===== src/rtl/stump_mem_arbiter_if.sv =====
// Bundle of requester, memory and status signals for the Stump memory arbiter.
// The arbiter takes the slave view; the surrounding system takes the master view.
interface stump_mem_arbiter_if #(
  parameter int ADDR_W = 16,
  parameter int DATA_W = 16
);
  logic              cpu_req;
  logic              cpu_wen;
  logic [ADDR_W-1:0] cpu_addr;
  logic [DATA_W-1:0] cpu_wdata;
  logic              ext_req;
  logic              ext_wen;
  logic [ADDR_W-1:0] ext_addr;
  logic [DATA_W-1:0] ext_wdata;
  logic              cpu_ack;
  logic              cpu_err;
  logic              ext_ack;
  logic              ext_err;
  logic [DATA_W-1:0] rd_data;
  logic              mem_ren;
  logic              mem_wen;
  logic [ADDR_W-1:0] mem_addr;
  logic [DATA_W-1:0] mem_wdata;
  logic [DATA_W-1:0] mem_rdata;
  logic              mem_ack;
  logic              busy;

  modport slave (
    input  cpu_req, cpu_wen, cpu_addr, cpu_wdata,
    input  ext_req, ext_wen, ext_addr, ext_wdata,
    input  mem_rdata, mem_ack,
    output cpu_ack, cpu_err, ext_ack, ext_err, rd_data,
    output mem_ren, mem_wen, mem_addr, mem_wdata, busy
  );

  modport master (
    output cpu_req, cpu_wen, cpu_addr, cpu_wdata,
    output ext_req, ext_wen, ext_addr, ext_wdata,
    output mem_rdata, mem_ack,
    input  cpu_ack, cpu_err, ext_ack, ext_err, rd_data,
    input  mem_ren, mem_wen, mem_addr, mem_wdata, busy
  );
endinterface


===== src/rtl/stump_mem_arbiter.sv =====
// Two-requester memory arbiter (Stump core vs. external debug/DMA port) with
// starvation guard for the external side and a per-transaction ack timeout.
//
// state    | meaning
// ---------+------------------------------------------------------------
// IDLE     | no transaction; arbitrate pending requests each cycle
// CPU_BUSY | core transaction on the memory bus, waiting for mem_ack
// EXT_BUSY | external transaction on the memory bus, waiting for mem_ack
module stump_mem_arbiter #(
  parameter int ADDR_W       = 16,
  parameter int DATA_W       = 16,
  parameter int STARVE_LIMIT = 4,
  parameter int TIMEOUT      = 15
) (
  input logic            clk,
  input logic            rst,
  stump_mem_arbiter_if.slave bus
);

  localparam int SW_RAW = $clog2(STARVE_LIMIT + 1);
  localparam int SW     = (SW_RAW > 3) ? SW_RAW : 3;
  localparam int CW     = 4;

  typedef enum logic [1:0] {
    IDLE     = 2'd0,
    CPU_BUSY = 2'd1,
    EXT_BUSY = 2'd2
  } state_t;

  state_t          state;
  logic [SW-1:0]   streak;
  logic [CW-1:0]   cnt;

  logic in_busy;
  logic hit_timeout;
  logic done;
  logic starved;
  logic pick_ext;

  assign in_busy     = (state == CPU_BUSY) || (state == EXT_BUSY);
  assign hit_timeout = (cnt == CW'(TIMEOUT - 1));
  assign done        = in_busy && (bus.mem_ack || hit_timeout);
  assign starved     = (streak == SW'(STARVE_LIMIT));
  // External side wins only when alone or when the core has used up its streak.
  assign pick_ext    = bus.ext_req && (!bus.cpu_req || starved);

  always_ff @(posedge clk or posedge rst) begin
    if (rst) begin
      state         <= IDLE;
      streak        <= '0;
      cnt           <= '0;
      bus.mem_ren   <= 1'b0;
      bus.mem_wen   <= 1'b0;
      bus.mem_addr  <= {ADDR_W{1'b0}};
      bus.mem_wdata <= {DATA_W{1'b0}};
    end else begin
      case (state)
        IDLE: begin
          if (bus.cpu_req || bus.ext_req) begin
            cnt <= '0;
            if (pick_ext) begin
              state         <= EXT_BUSY;
              streak        <= '0;
              bus.mem_addr  <= bus.ext_addr;
              bus.mem_wdata <= bus.ext_wdata;
              bus.mem_wen   <= bus.ext_wen;
              bus.mem_ren   <= !bus.ext_wen;
            end else begin
              state         <= CPU_BUSY;
              if (bus.ext_req && !starved) begin
                streak <= streak + SW'(1);
              end
              bus.mem_addr  <= bus.cpu_addr;
              bus.mem_wdata <= bus.cpu_wdata;
              bus.mem_wen   <= bus.cpu_wen;
              bus.mem_ren   <= !bus.cpu_wen;
            end
          end
        end
        CPU_BUSY, EXT_BUSY: begin
          if (done) begin
            state       <= IDLE;
            bus.mem_ren <= 1'b0;
            bus.mem_wen <= 1'b0;
          end else begin
            cnt <= cnt + CW'(1);
          end
        end
        default: begin
          state       <= IDLE;
          bus.mem_ren <= 1'b0;
          bus.mem_wen <= 1'b0;
        end
      endcase
    end
  end

  // Completion is reported in the same cycle mem_ack (or the timeout) is seen.
  assign bus.cpu_ack = (state == CPU_BUSY) && done;
  assign bus.ext_ack = (state == EXT_BUSY) && done;
  assign bus.cpu_err = (state == CPU_BUSY) && !bus.mem_ack && hit_timeout;
  assign bus.ext_err = (state == EXT_BUSY) && !bus.mem_ack && hit_timeout;
  assign bus.rd_data = (in_busy && bus.mem_ack) ? bus.mem_rdata : {DATA_W{1'b0}};
  assign bus.busy    = in_busy;

endmodule


===== src/flat_wrapper.sv =====
// flat-port wrapper written by rule: the top's interface ports become plain ports
module stump_mem_arbiter_flat 
#(
  parameter int ADDR_W       = 16,
  parameter int DATA_W       = 16,
  parameter int STARVE_LIMIT = 4,
  parameter int TIMEOUT      = 15
)
  (clk, rst, bus_cpu_req, bus_cpu_wen, bus_cpu_addr, bus_cpu_wdata, bus_ext_req, bus_ext_wen, bus_ext_addr, bus_ext_wdata, bus_mem_rdata, bus_mem_ack, bus_cpu_ack, bus_cpu_err, bus_ext_ack, bus_ext_err, bus_rd_data, bus_mem_ren, bus_mem_wen, bus_mem_addr, bus_mem_wdata, bus_busy);
  stump_mem_arbiter_if #(.ADDR_W(ADDR_W), .DATA_W(DATA_W)) bus_i ();
  input logic clk;
  input logic rst;
  input wire logic [$bits(bus_i.cpu_req)-1:0] bus_cpu_req;
  input wire logic [$bits(bus_i.cpu_wen)-1:0] bus_cpu_wen;
  input wire logic [$bits(bus_i.cpu_addr)-1:0] bus_cpu_addr;
  input wire logic [$bits(bus_i.cpu_wdata)-1:0] bus_cpu_wdata;
  input wire logic [$bits(bus_i.ext_req)-1:0] bus_ext_req;
  input wire logic [$bits(bus_i.ext_wen)-1:0] bus_ext_wen;
  input wire logic [$bits(bus_i.ext_addr)-1:0] bus_ext_addr;
  input wire logic [$bits(bus_i.ext_wdata)-1:0] bus_ext_wdata;
  input wire logic [$bits(bus_i.mem_rdata)-1:0] bus_mem_rdata;
  input wire logic [$bits(bus_i.mem_ack)-1:0] bus_mem_ack;
  output wire logic [$bits(bus_i.cpu_ack)-1:0] bus_cpu_ack;
  output wire logic [$bits(bus_i.cpu_err)-1:0] bus_cpu_err;
  output wire logic [$bits(bus_i.ext_ack)-1:0] bus_ext_ack;
  output wire logic [$bits(bus_i.ext_err)-1:0] bus_ext_err;
  output wire logic [$bits(bus_i.rd_data)-1:0] bus_rd_data;
  output wire logic [$bits(bus_i.mem_ren)-1:0] bus_mem_ren;
  output wire logic [$bits(bus_i.mem_wen)-1:0] bus_mem_wen;
  output wire logic [$bits(bus_i.mem_addr)-1:0] bus_mem_addr;
  output wire logic [$bits(bus_i.mem_wdata)-1:0] bus_mem_wdata;
  output wire logic [$bits(bus_i.busy)-1:0] bus_busy;
  assign bus_i.cpu_req = bus_cpu_req;
  assign bus_i.cpu_wen = bus_cpu_wen;
  assign bus_i.cpu_addr = bus_cpu_addr;
  assign bus_i.cpu_wdata = bus_cpu_wdata;
  assign bus_i.ext_req = bus_ext_req;
  assign bus_i.ext_wen = bus_ext_wen;
  assign bus_i.ext_addr = bus_ext_addr;
  assign bus_i.ext_wdata = bus_ext_wdata;
  assign bus_i.mem_rdata = bus_mem_rdata;
  assign bus_i.mem_ack = bus_mem_ack;
  assign bus_cpu_ack = bus_i.cpu_ack;
  assign bus_cpu_err = bus_i.cpu_err;
  assign bus_ext_ack = bus_i.ext_ack;
  assign bus_ext_err = bus_i.ext_err;
  assign bus_rd_data = bus_i.rd_data;
  assign bus_mem_ren = bus_i.mem_ren;
  assign bus_mem_wen = bus_i.mem_wen;
  assign bus_mem_addr = bus_i.mem_addr;
  assign bus_mem_wdata = bus_i.mem_wdata;
  assign bus_busy = bus_i.busy;
  stump_mem_arbiter #(.ADDR_W(ADDR_W), .DATA_W(DATA_W), .STARVE_LIMIT(STARVE_LIMIT), .TIMEOUT(TIMEOUT)) u_core (.clk(clk), .rst(rst), .bus(bus_i));
endmodule

===== config.mk =====
export PLATFORM = sky130hd
export DESIGN_NAME = stump_mem_arbiter_flat
export DESIGN_NICKNAME = d
export VERILOG_FILES = /design/src/rtl/stump_mem_arbiter_if.sv /design/src/rtl/stump_mem_arbiter.sv /design/src/flat_wrapper.sv
export SDC_FILE = /design/constraint.sdc
export NUM_CORES = 1
export LEC_CHECK = 0
export BUFFER_PORTS_ARGS = -buffer_cell sky130_fd_sc_hd__buf_2
export CAP_MARGIN = 20
export CORE_MARGIN = 10
export CORE_UTILIZATION = 44
export CTS_CLUSTER_SIZE = 40
export DETAILED_ROUTE_END_ITERATION = 7
export PLACE_DENSITY = 0.81
export SETUP_SLACK_MARGIN = 0.1
export SLEW_MARGIN = 20
export SYNTH_ARGS = -nofsm -noshare
export SYNTH_HDL_FRONTEND = slang
export SYNTH_SLANG_ARGS = --single-unit

===== constraint.sdc =====
create_clock -name clk -period 2.45 [get_ports clk]
set_clock_uncertainty 0.1 [all_clocks]
set_input_delay 0.49 -clock clk [delete_from_list [all_inputs] [get_ports clk]]
set_output_delay 0.49 -clock clk [all_outputs]
set_load 0.03 [all_outputs]

**Yosys cells after proc, flatten, opt, wreduce, memory -nomap -nowiden**

Cells that the tools add are included.
W data, S select, Z words.

- Eq/ne operators: 7
- Add/subtract/negate cells: 2
- Reductions and logical operators: 27
- Muxes and demuxes: 19

Operators with widths:

| cell | count |
|---|---|
| $mux W16 | 3 |
| $logic_and A1 B1 Y1 | 10 |
| $mux W4 | 2 |
| $pmux W4 S2 | 1 |
| $mux W2 | 3 |
| $mux W3 | 2 |
| $reduce_and A3 Y1 | 2 |
| $logic_not A1 Y1 | 5 |
| $mux W1 | 5 |
| $add A4 B1 Y4 const B | 1 |
| $eq A4 B4 Y1 const B | 1 |
| $logic_or A1 B1 Y1 | 4 |
| $ne A2 B1 Y1 const B | 2 |
| $pmux W1 S2 | 2 |
| $pmux W2 S2 | 1 |
| $reduce_and A2 Y1 | 2 |
| $reduce_bool A2 Y1 | 2 |
| $add A3 B1 Y3 const B | 1 |
| $eq A3 B3 Y1 const B | 1 |
| $eq A2 B1 Y1 const B | 1 |
| $eq A2 B2 Y1 const B | 1 |
| $logic_not A2 Y1 | 1 |
| $ne A2 B2 Y1 const B | 1 |
| $reduce_or A2 Y1 | 1 |

- Bits in registers: 43
- Output and inout bits: 55
- Word-level logic and storage cells: 62

**Logic depth before layout (Yosys ltp)**

Gate-level depths: netlist of run 1.

- Depth after elaboration: 6
- Gate-level depth with buffers: 7
- Depth with buffers taken out: 5

**Worst setup path before layout of run 1**

No wires, ideal clock.

- Kind: register -> output
- Start: register u_core.state[1]
- End: output port bus_cpu_ack
- Data arrival time: 1.841 ns
- Cell stages (with the launch flop): 5
- Buffers on the path: 0
- Setup slack: 0.019 ns
- Path through: dfrtp_1 > inv_1 > ha_1 > inv_1 > nor3_1

- Longest elaborated chain between the ends: 4
- Elaborated cells on any way between the ends: 5
- Classes of those cells: eq/ne: 2; reduce/logical: 3

Ends and longest elaborated chain:

| item | line | text |
|---|---|---|
| start, declared | stump_mem_arbiter.sv:30 | `state_t state;` |
| start signal, assigned | stump_mem_arbiter.sv:49 | `state <= IDLE;` |
| start signal, assigned | stump_mem_arbiter.sv:62 | `state <= EXT_BUSY;` |
| start signal, assigned | stump_mem_arbiter.sv:69 | `state <= CPU_BUSY;` |
| $eq A2 B1 Y1 / $eq A2 B2 Y1 (equally long branches) | stump_mem_arbiter.sv:40 | `assign in_busy = (state == CPU_BUSY) \|\| (state == EXT_BUSY);` |
| $logic_or A1 B1 Y1 * | stump_mem_arbiter.sv:40 |  |
| via bus_busy | flat_wrapper.sv:32 | `output wire logic [$bits(bus_i.busy)-1:0] bus_busy;` |
| $logic_and A1 B1 Y1 * | stump_mem_arbiter.sv:42 | `assign done = in_busy && (bus.mem_ack \|\| hit_timeout);` |
| $logic_and A1 B1 Y1 * | stump_mem_arbiter.sv:99 | `assign bus.cpu_ack = (state == CPU_BUSY) && done;` |
| end, declared | flat_wrapper.sv:23 | `output wire logic [$bits(bus_i.cpu_ack)-1:0] bus_cpu_ack;` |

The timed path passes the listed nets; every way through them passes the cells marked *.

**Worst setup path in the final report of run 1**

- Start: register u_core.cnt[0]
- End: output port bus_ext_ack

- Longest elaborated chain between the ends: 4

Ends and longest elaborated chain:

| item | line | text |
|---|---|---|
| start, declared | stump_mem_arbiter.sv:32 | `logic [CW-1:0] cnt;` |
| start signal, assigned | stump_mem_arbiter.sv:86 | `cnt <= cnt + CW'(1);` |
| $eq A4 B4 Y1 | stump_mem_arbiter.sv:41 | `assign hit_timeout = (cnt == CW'(TIMEOUT - 1));` |
| $logic_or A1 B1 Y1 | stump_mem_arbiter.sv:42 |  |
| $logic_and A1 B1 Y1 | stump_mem_arbiter.sv:42 |  |
| $logic_and A1 B1 Y1 | stump_mem_arbiter.sv:100 | `assign bus.ext_ack = (state == EXT_BUSY) && done;` |
| end, declared | flat_wrapper.sv:25 | `output wire logic [$bits(bus_i.ext_ack)-1:0] bus_ext_ack;` |

No other way between the ends.

==> qor.yml, run 1 <==
run_status:
  outcome: "complete, no violations"
final_layout:
  postLayoutCellArea_um2: 3270
  nNetsFinal: 505
  final_layout_size_suffix_gt1_frac: 0.401
  area_growth_pct: 36.0
  final_cells: 481
  n_antenna_cell: 0
  fillers: 488
clock_tree:
  cts_hold_buf: 0
  numCtsBuffers: 5
  cts_root_buf: "clkbuf_8"
  cts_resized: 1
  clock_path_buffers: 2
  cts_tree: "yes"
  h-tree-depth: 2
  post_cts_buffers: 0
  clkTransAtPathRegs_ps: 80
  clock_sinks: 43
  insertion_delay_ps: 280
pwr:
  power.density_nw_per_um2: 1260
  power.leakage_nw: 1.65
  ir_drop_mv: 0.586
logic_synthesis:
  netlist.area_leader.share: 0.447
  ys.flop_type: "dfrtp_1"
  yosysTopAreaCell: "dfrtp_1"
  synthDistinctLibCells: 41
  synthTopCellsByArea: "dfrtp_1 (45%), a31oi_1 (8.6%), nand3_1 (6.9%)"
  synthArstFlopShare: 1.00
  synth_cells: 278
  seq_area_frac_synth: 0.447
  netlist_area_um2: 2410
  synth_edf_count: 0
  syn_area_per_cell_um2: 8.65
  synth_warnings: 0
  ys_ff_latch: 43
  synthesis.nets: 372
route:
  viasPerCell: 5.35
  wl_per_cell_um: 16.3
  antenna_left: 0
  vias: 2575
  wirelength_um: 7830
  dr.pass1.iters: 4
  dr.first_iter.drc_count: 123
  drc: 0
worst_setup_path:
  r2r_slack_ps: 540
  reg2regPathDepth: 5
  critPathMaxFanout: 5
  r2r_start: "u_core.cnt[0]"
  worst_setup_path_end_kind: "output port"
  critPathLaunch: "u_core.cnt[0]"
  cp.arrival_ps: 1650
  worst-setup-path-type: "reg2out"
  critPathRequiredTime_ps: 1860
  worstSetupStartpointType: "flip-flop"
place:
  portBuffers: 141
  placed_area_um2: 3170
  placedCellCount: 474
  routabilityCongestion: 0.894
  post-dp-hpwl_um: 6040
floorplan:
  die_area_um2: 8830
  ios: 142
  start_util: 0.462
  coreArea_um2: 5200
  dieWidth_um: 94.0
  rows: 26
  die_h_um: 94.0
global_routing:
  grt_first_pass_wirelength_um: 12300
  antenna_found_initial: 0
  grt_usage: 0.170
  overflow: 0
  grt_pass1_vias: 2564
  grt_max_degree: 44
timing:
  setup_viol: 0
  slew_headroom: 0.632
  period_needed_ps: 2240
  drv_slew: 0
  grt_setup_unrepaired: "false"
  final-hold-violation-count: 0
  tightest_slew_ps: 552
  clock.fmax_ghz: 0.446
  min_period_over_period: 0.915
  tns_ps: 0
job:
  cap_violations: 0
worst_hold_path:
  hold_path_class: "in2async"
-- Yosys cell counts (2+ instances only) --
| master | count |
|---|---|
| and3_1 | 17 |
| nand3_1 | 33 |
| ha_1 | 7 |
| buf_2 | 10 |
| o21ai_0 | 33 |
| a31oi_1 | 33 |
| nand2_1 | 6 |
| o21ai_1 | 3 |
| nor4b_1 | 2 |
| dfrtp_1 | 43 |
| nor2_1 | 35 |
| buf_1 | 2 |
| inv_1 | 10 |
| nor3_1 | 3 |
| clkbuf_1 | 12 |
| a21o_1 | 2 |
| a32o_1 | 3 |
-- routing by layer --
layer | track usage | wire [µm] | vias up
met3 | 0.0815 | 919 | 2
li1 | - | - | 1277
met4 | 0.0304 | 25 | 0
met2 | 0.288 | 3670 | 125
met1 | 0.190 | 3210 | 1171
met5 | 0 | 0 | -
-- where the power goes --
part / switching [mW] / internal [mW] / leakage (nW) / total (mW)
sequential: 0.184 / 1.04 / 0.503 / 1.23
combinational: 1.64 / 0.800 / 1.10 / 2.44
clock: 0.228 / 0.221 / 0.0470 / 0.449
-- metrics by stage --
step | util | setup slack [ps] | power, mW | hold WS (ps)
2_1_floorplan | - | 102 | 2.96 | 375
3_3_place_gp | 0.608 | 425 | 3.61 | 375
3_5_place_dp | 0.608 | 372 | 3.67 | 374
4_1_cts | 0.626 | 114 | 4.14 | 243
5_1_grt | 0.629 | 103 | 4.41 | 270
6_report | 0.629 | 208 | 4.12 | 225
-- cell families (layout without fill, tap and decap cells) --
group / after synthesis / count (layout) / synth area share
compound gates: 87 / 87 / 0.227
fa+ha+maj: 7 / 7 / 0.0364
simple gates: 103 / 103 / 0.213
buf+inv: 35 / 168 / 0.0629
flops: 43 / 43 / 0.447
mux: 3 / 3 / 0.0135
-- critical path, stage by stage, from the launching register on --
cell     delay, ps
dfrtp_1        400
inv_1          110
ha_1           230
a31o_1         260
and3_1         170
buf_2          190
-- sequential cells by signal (all words and copies together) (netlist names) --
register,count
u_core.bus.mem_wen,1
u_core.cnt,4
u_core.bus.mem_wdata,16
u_core.bus.mem_addr,16
u_core.state,2
u_core.streak,3
u_core.bus.mem_ren,1
-- layout make-up --
| type | instances | area [µm²] | area share |
|---|---|---|---|
| clock buffers | 6 | 82.6 | 0.0252 |
| flip-flops and latches | 43 | 1080 | 0.329 |
| repair buffers | 151 | 786 | 0.240 |
| well taps | 70 | 87.6 | 0.0268 |
| multi-input cells | 200 | 1200 | 0.366 |
| clock inverters | 1 | 5.00 | 0.00153 |
| inverters | 10 | 37.5 | 0.0115 |
-- worst paths after layout --
kind,endpoint
min in group clk,u_core.bus.mem_addr[7]
worst max register to register,u_core.cnt[1]
max in group asynchronous,u_core.bus.mem_wdata[8]
worst max-delay path,bus_ext_ack
worst min-delay path,u_core.bus.mem_addr[10]
worst min register to register,u_core.bus.mem_ren
-- placed cells by master, fill, tap and decap left out, types with 2 or more instances in the layout --
| master | synthesis | layout |
|---|---|---|
| clkbuf_8 | 0 | 6 |
| inv_1 | 10 | 9 |
| o21ai_0 | 33 | 33 |
| a32o_1 | 3 | 3 |
| nor3_1 | 3 | 2 |
| nand3_1 | 33 | 33 |
| a21o_1 | 2 | 2 |
| nor2_1 | 35 | 35 |
| a31oi_1 | 33 | 33 |
| nand2_1 | 6 | 6 |
| ha_1 | 7 | 6 |
| buf_4 | 0 | 12 |
| nor4b_1 | 2 | 2 |
| buf_2 | 10 | 139 |
| dfrtp_1 | 43 | 43 |
| and3_1 | 17 | 17 |
| o21ai_1 | 3 | 3 |
(Power assumes the default switching activity.)
==> run 2: changes to the inputs <==
--- a/config.mk
+++ b/config.mk
@@ -11,6 +11,7 @@
 export CORE_UTILIZATION = 44
 export CTS_CLUSTER_SIZE = 40
 export DETAILED_ROUTE_END_ITERATION = 7
+export GPL_TIMING_DRIVEN = 0
 export PLACE_DENSITY = 0.81
 export SETUP_SLACK_MARGIN = 0.1
 export SLEW_MARGIN = 20
==> run 2 against run 1 <==
  * Critical path depth did not move
  * First-iteration DRC count fell by 1.6%
  * Flip-flop and latch count did not move
  * Utilization rose by 1.5 points
  * Largest cell class unchanged
  * Clock-buffer cell count rose by 2
  * Sequential share of layout area fell by 0.79 points
  * Design area rose by 2.4%
  * Sequential power barely moved
  * Global-route usage rose by 0.97 points
==> qor.yml, run 2 (synthesized netlist as in run 1, its figures left out) <==
run_status:
  outcome: "complete, no violations"
worst_setup_path:
  r2r_start: "u_core.cnt[0]"
  cp_cell_sequence: "inv_1 > ha_1 > a31o_1 > and3_1 > buf_2"
  critPathRequiredTime_ps: 1860  # about the same
  crit_slowest_cell: "dfrtp_1"
  worstSetupStartpointType: "flip-flop"
  worst-setup-path-type: "reg2out"
  reg2regPathDepth: 5  # unchanged
  critPathMaxFanout: 5  # unchanged
  worst_setup_path_end_kind: "output port"
  cp_slowest_stage_delay_ps: 400  # about the same
  crit_end: "bus_ext_ack"
  r2r-end: "u_core.cnt[1]"
  r2r_slack_ps: 510  # -30 ps
  cp.arrival_ps: 1700  # +50 ps
  critPathLaunch: "u_core.cnt[0]"
clock_tree:
  post_cts_buffers: 0  # unchanged
  cts_hold_buf: 0  # unchanged
  clkTransAtPathRegs_ps: 80  # about the same
  cts_resized: 5  # +4
  cts_root_buf: "clkbuf_8"
  h-tree-depth: 2  # unchanged
  clock_sinks: 43  # unchanged
  clock_path_buffers: 2  # unchanged
  insertion_delay_ps: 290  # about the same
  numCtsBuffers: 5  # unchanged
  cts_tree: "yes"
route:
  antenna_left: 0  # unchanged
  wl_per_cell_um: 16.8  # +3.0%
  wirelength_um: 8350  # +6.6%
  dr.pass1.iters: 4  # unchanged
  vias: 2697  # +4.7%
  dr.first_iter.drc_count: 121  # -1.6%
  drc: 0  # unchanged
  viasPerCell: 5.42  # +1.2%
global_routing:
  grt_max_degree: 25  # -43%
  overflow: 0  # unchanged
  grt_usage: 0.179  # +0.00966
  top_usage_layer: "met2"
  antenna_found_initial: 0  # unchanged
  grtUsageMet1: 0.204  # +0.0135
  grt.met3_usage: 0.0823  # +0.000799
  grtUsageMet2: 0.296  # +0.00806
  grt_pass1_vias: 2795  # +9.0%
  grt_first_pass_wirelength_um: 13100  # +6.3%
floorplan:
  start_util: 0.462  # unchanged
  dieWidth_um: 94.0  # unchanged
  die_h_um: 94.0  # unchanged
  coreArea_um2: 5200  # unchanged
  ios: 142  # unchanged
  die_area_um2: 8830  # unchanged
  rows: 26  # unchanged
place:
  routabilityCongestion: 0.855  # -4.4%
  placed_area_um2: 3230  # +2.1%
  portBuffers: 141  # unchanged
  post-dp-hpwl_um: 6500  # +7.6%
pwr:
  power.leakage_nw: 1.69  # +2.3%
  power.density_nw_per_um2: 1270  # +0.84%
  ir_drop_mv: 0.757  # +29%
timing:
  clock.fmax_ghz: 0.437  # -2.1%
  min_period_over_period: 0.935  # +0.0198
  grt_setup_unrepaired: "false"
  tns_ps: 0  # unchanged
  final-hold-violation-count: 0  # unchanged
  slew_headroom: 0.668  # +0.0357
  drv_slew: 0  # unchanged
  tightest_slew_ps: 497  # -54.3 ps
  setup_viol: 0  # unchanged
  period_needed_ps: 2290  # +48.6 ps
job:
  cap_violations: 0  # unchanged
final_layout:
  n_antenna_cell: 0  # unchanged
  nNetsFinal: 521  # +3.2%
  final_layout_size_suffix_gt1_frac: 0.393  # -0.00894
  layout_common_cells: "buf_2 (151), dfrtp_1 (43), nor2_1 (35)"
  postLayoutCellArea_um2: 3350  # +2.4%
  final_common_cell: "buf_2"
  reg_top3: "u_core.bus.mem_addr x16, u_core.bus.mem_wdata x16, u_core.cnt x4"
  area_growth_pct: 39.3
worst_hold_path:
  hold_path_class: "in2async"
[run 2: worst min-delay path by stage]
stage	slack, ps	from	end
after floorplan	380	u_core.streak[1]	u_core.streak[1]
after global placement	380	u_core.bus.mem_ren	u_core.bus.mem_ren
after detailed placement	380	u_core.bus.mem_ren	u_core.bus.mem_ren
after CTS	130	rst	u_core.bus.mem_wdata[10]
after global routing	150	rst	u_core.bus.mem_ren
final	110	rst	u_core.bus.mem_wdata[10]
[run 2: critical path: cells and delay by family, from the launching register on]
kind | cells | cell delay, ps
AO/OA/AOI/OAI | 1 | 270
AND/OR/NAND/NOR | 1 | 200
adder cells (fa/ha/maj) | 1 | 230
flip-flops | 1 | 400
buffers and inverters | 2 | 310
[run 2: area by class of cell]
cell class	instances	area (µm²)
Buffer	25	121
Clock buffer	8	100
Fill cell	474	1850
Inverter	10	37.5
Multi-Input combinational cell	200	1200
Sequential cell	43	1080
Tap cell	70	87.6
Timing Repair Buffer	142	733
[run 2: where the power goes]
group / internal (mW) / switching (mW)
sequential: 1.04 / 0.188
clock: 0.258 / 0.244
combinational: 0.826 / 1.69
[run 2: through the flow]
step	hold slack, ps	power [mW]	util	setup slack, ps	instances
4_1_cts	127	4.25	0.642	112	498
2_1_floorplan	375	2.96	-	102	278
6_report	113	4.25	0.644	160	498
3_3_place_gp	377	3.66	0.616	247	489
5_1_grt	151	4.53	0.644	107	498
3_5_place_dp	375	3.73	0.621	259	490
[run 2: layer usage]
| layer | part of all wire | wire [µm] |
|---|---|---|
| met5 | 0 | 0 |
| met4 | 0.0054 | 45 |
| met3 | 0.11 | 903 |
| met2 | 0.47 | 3960 |
| met1 | 0.41 | 3430 |
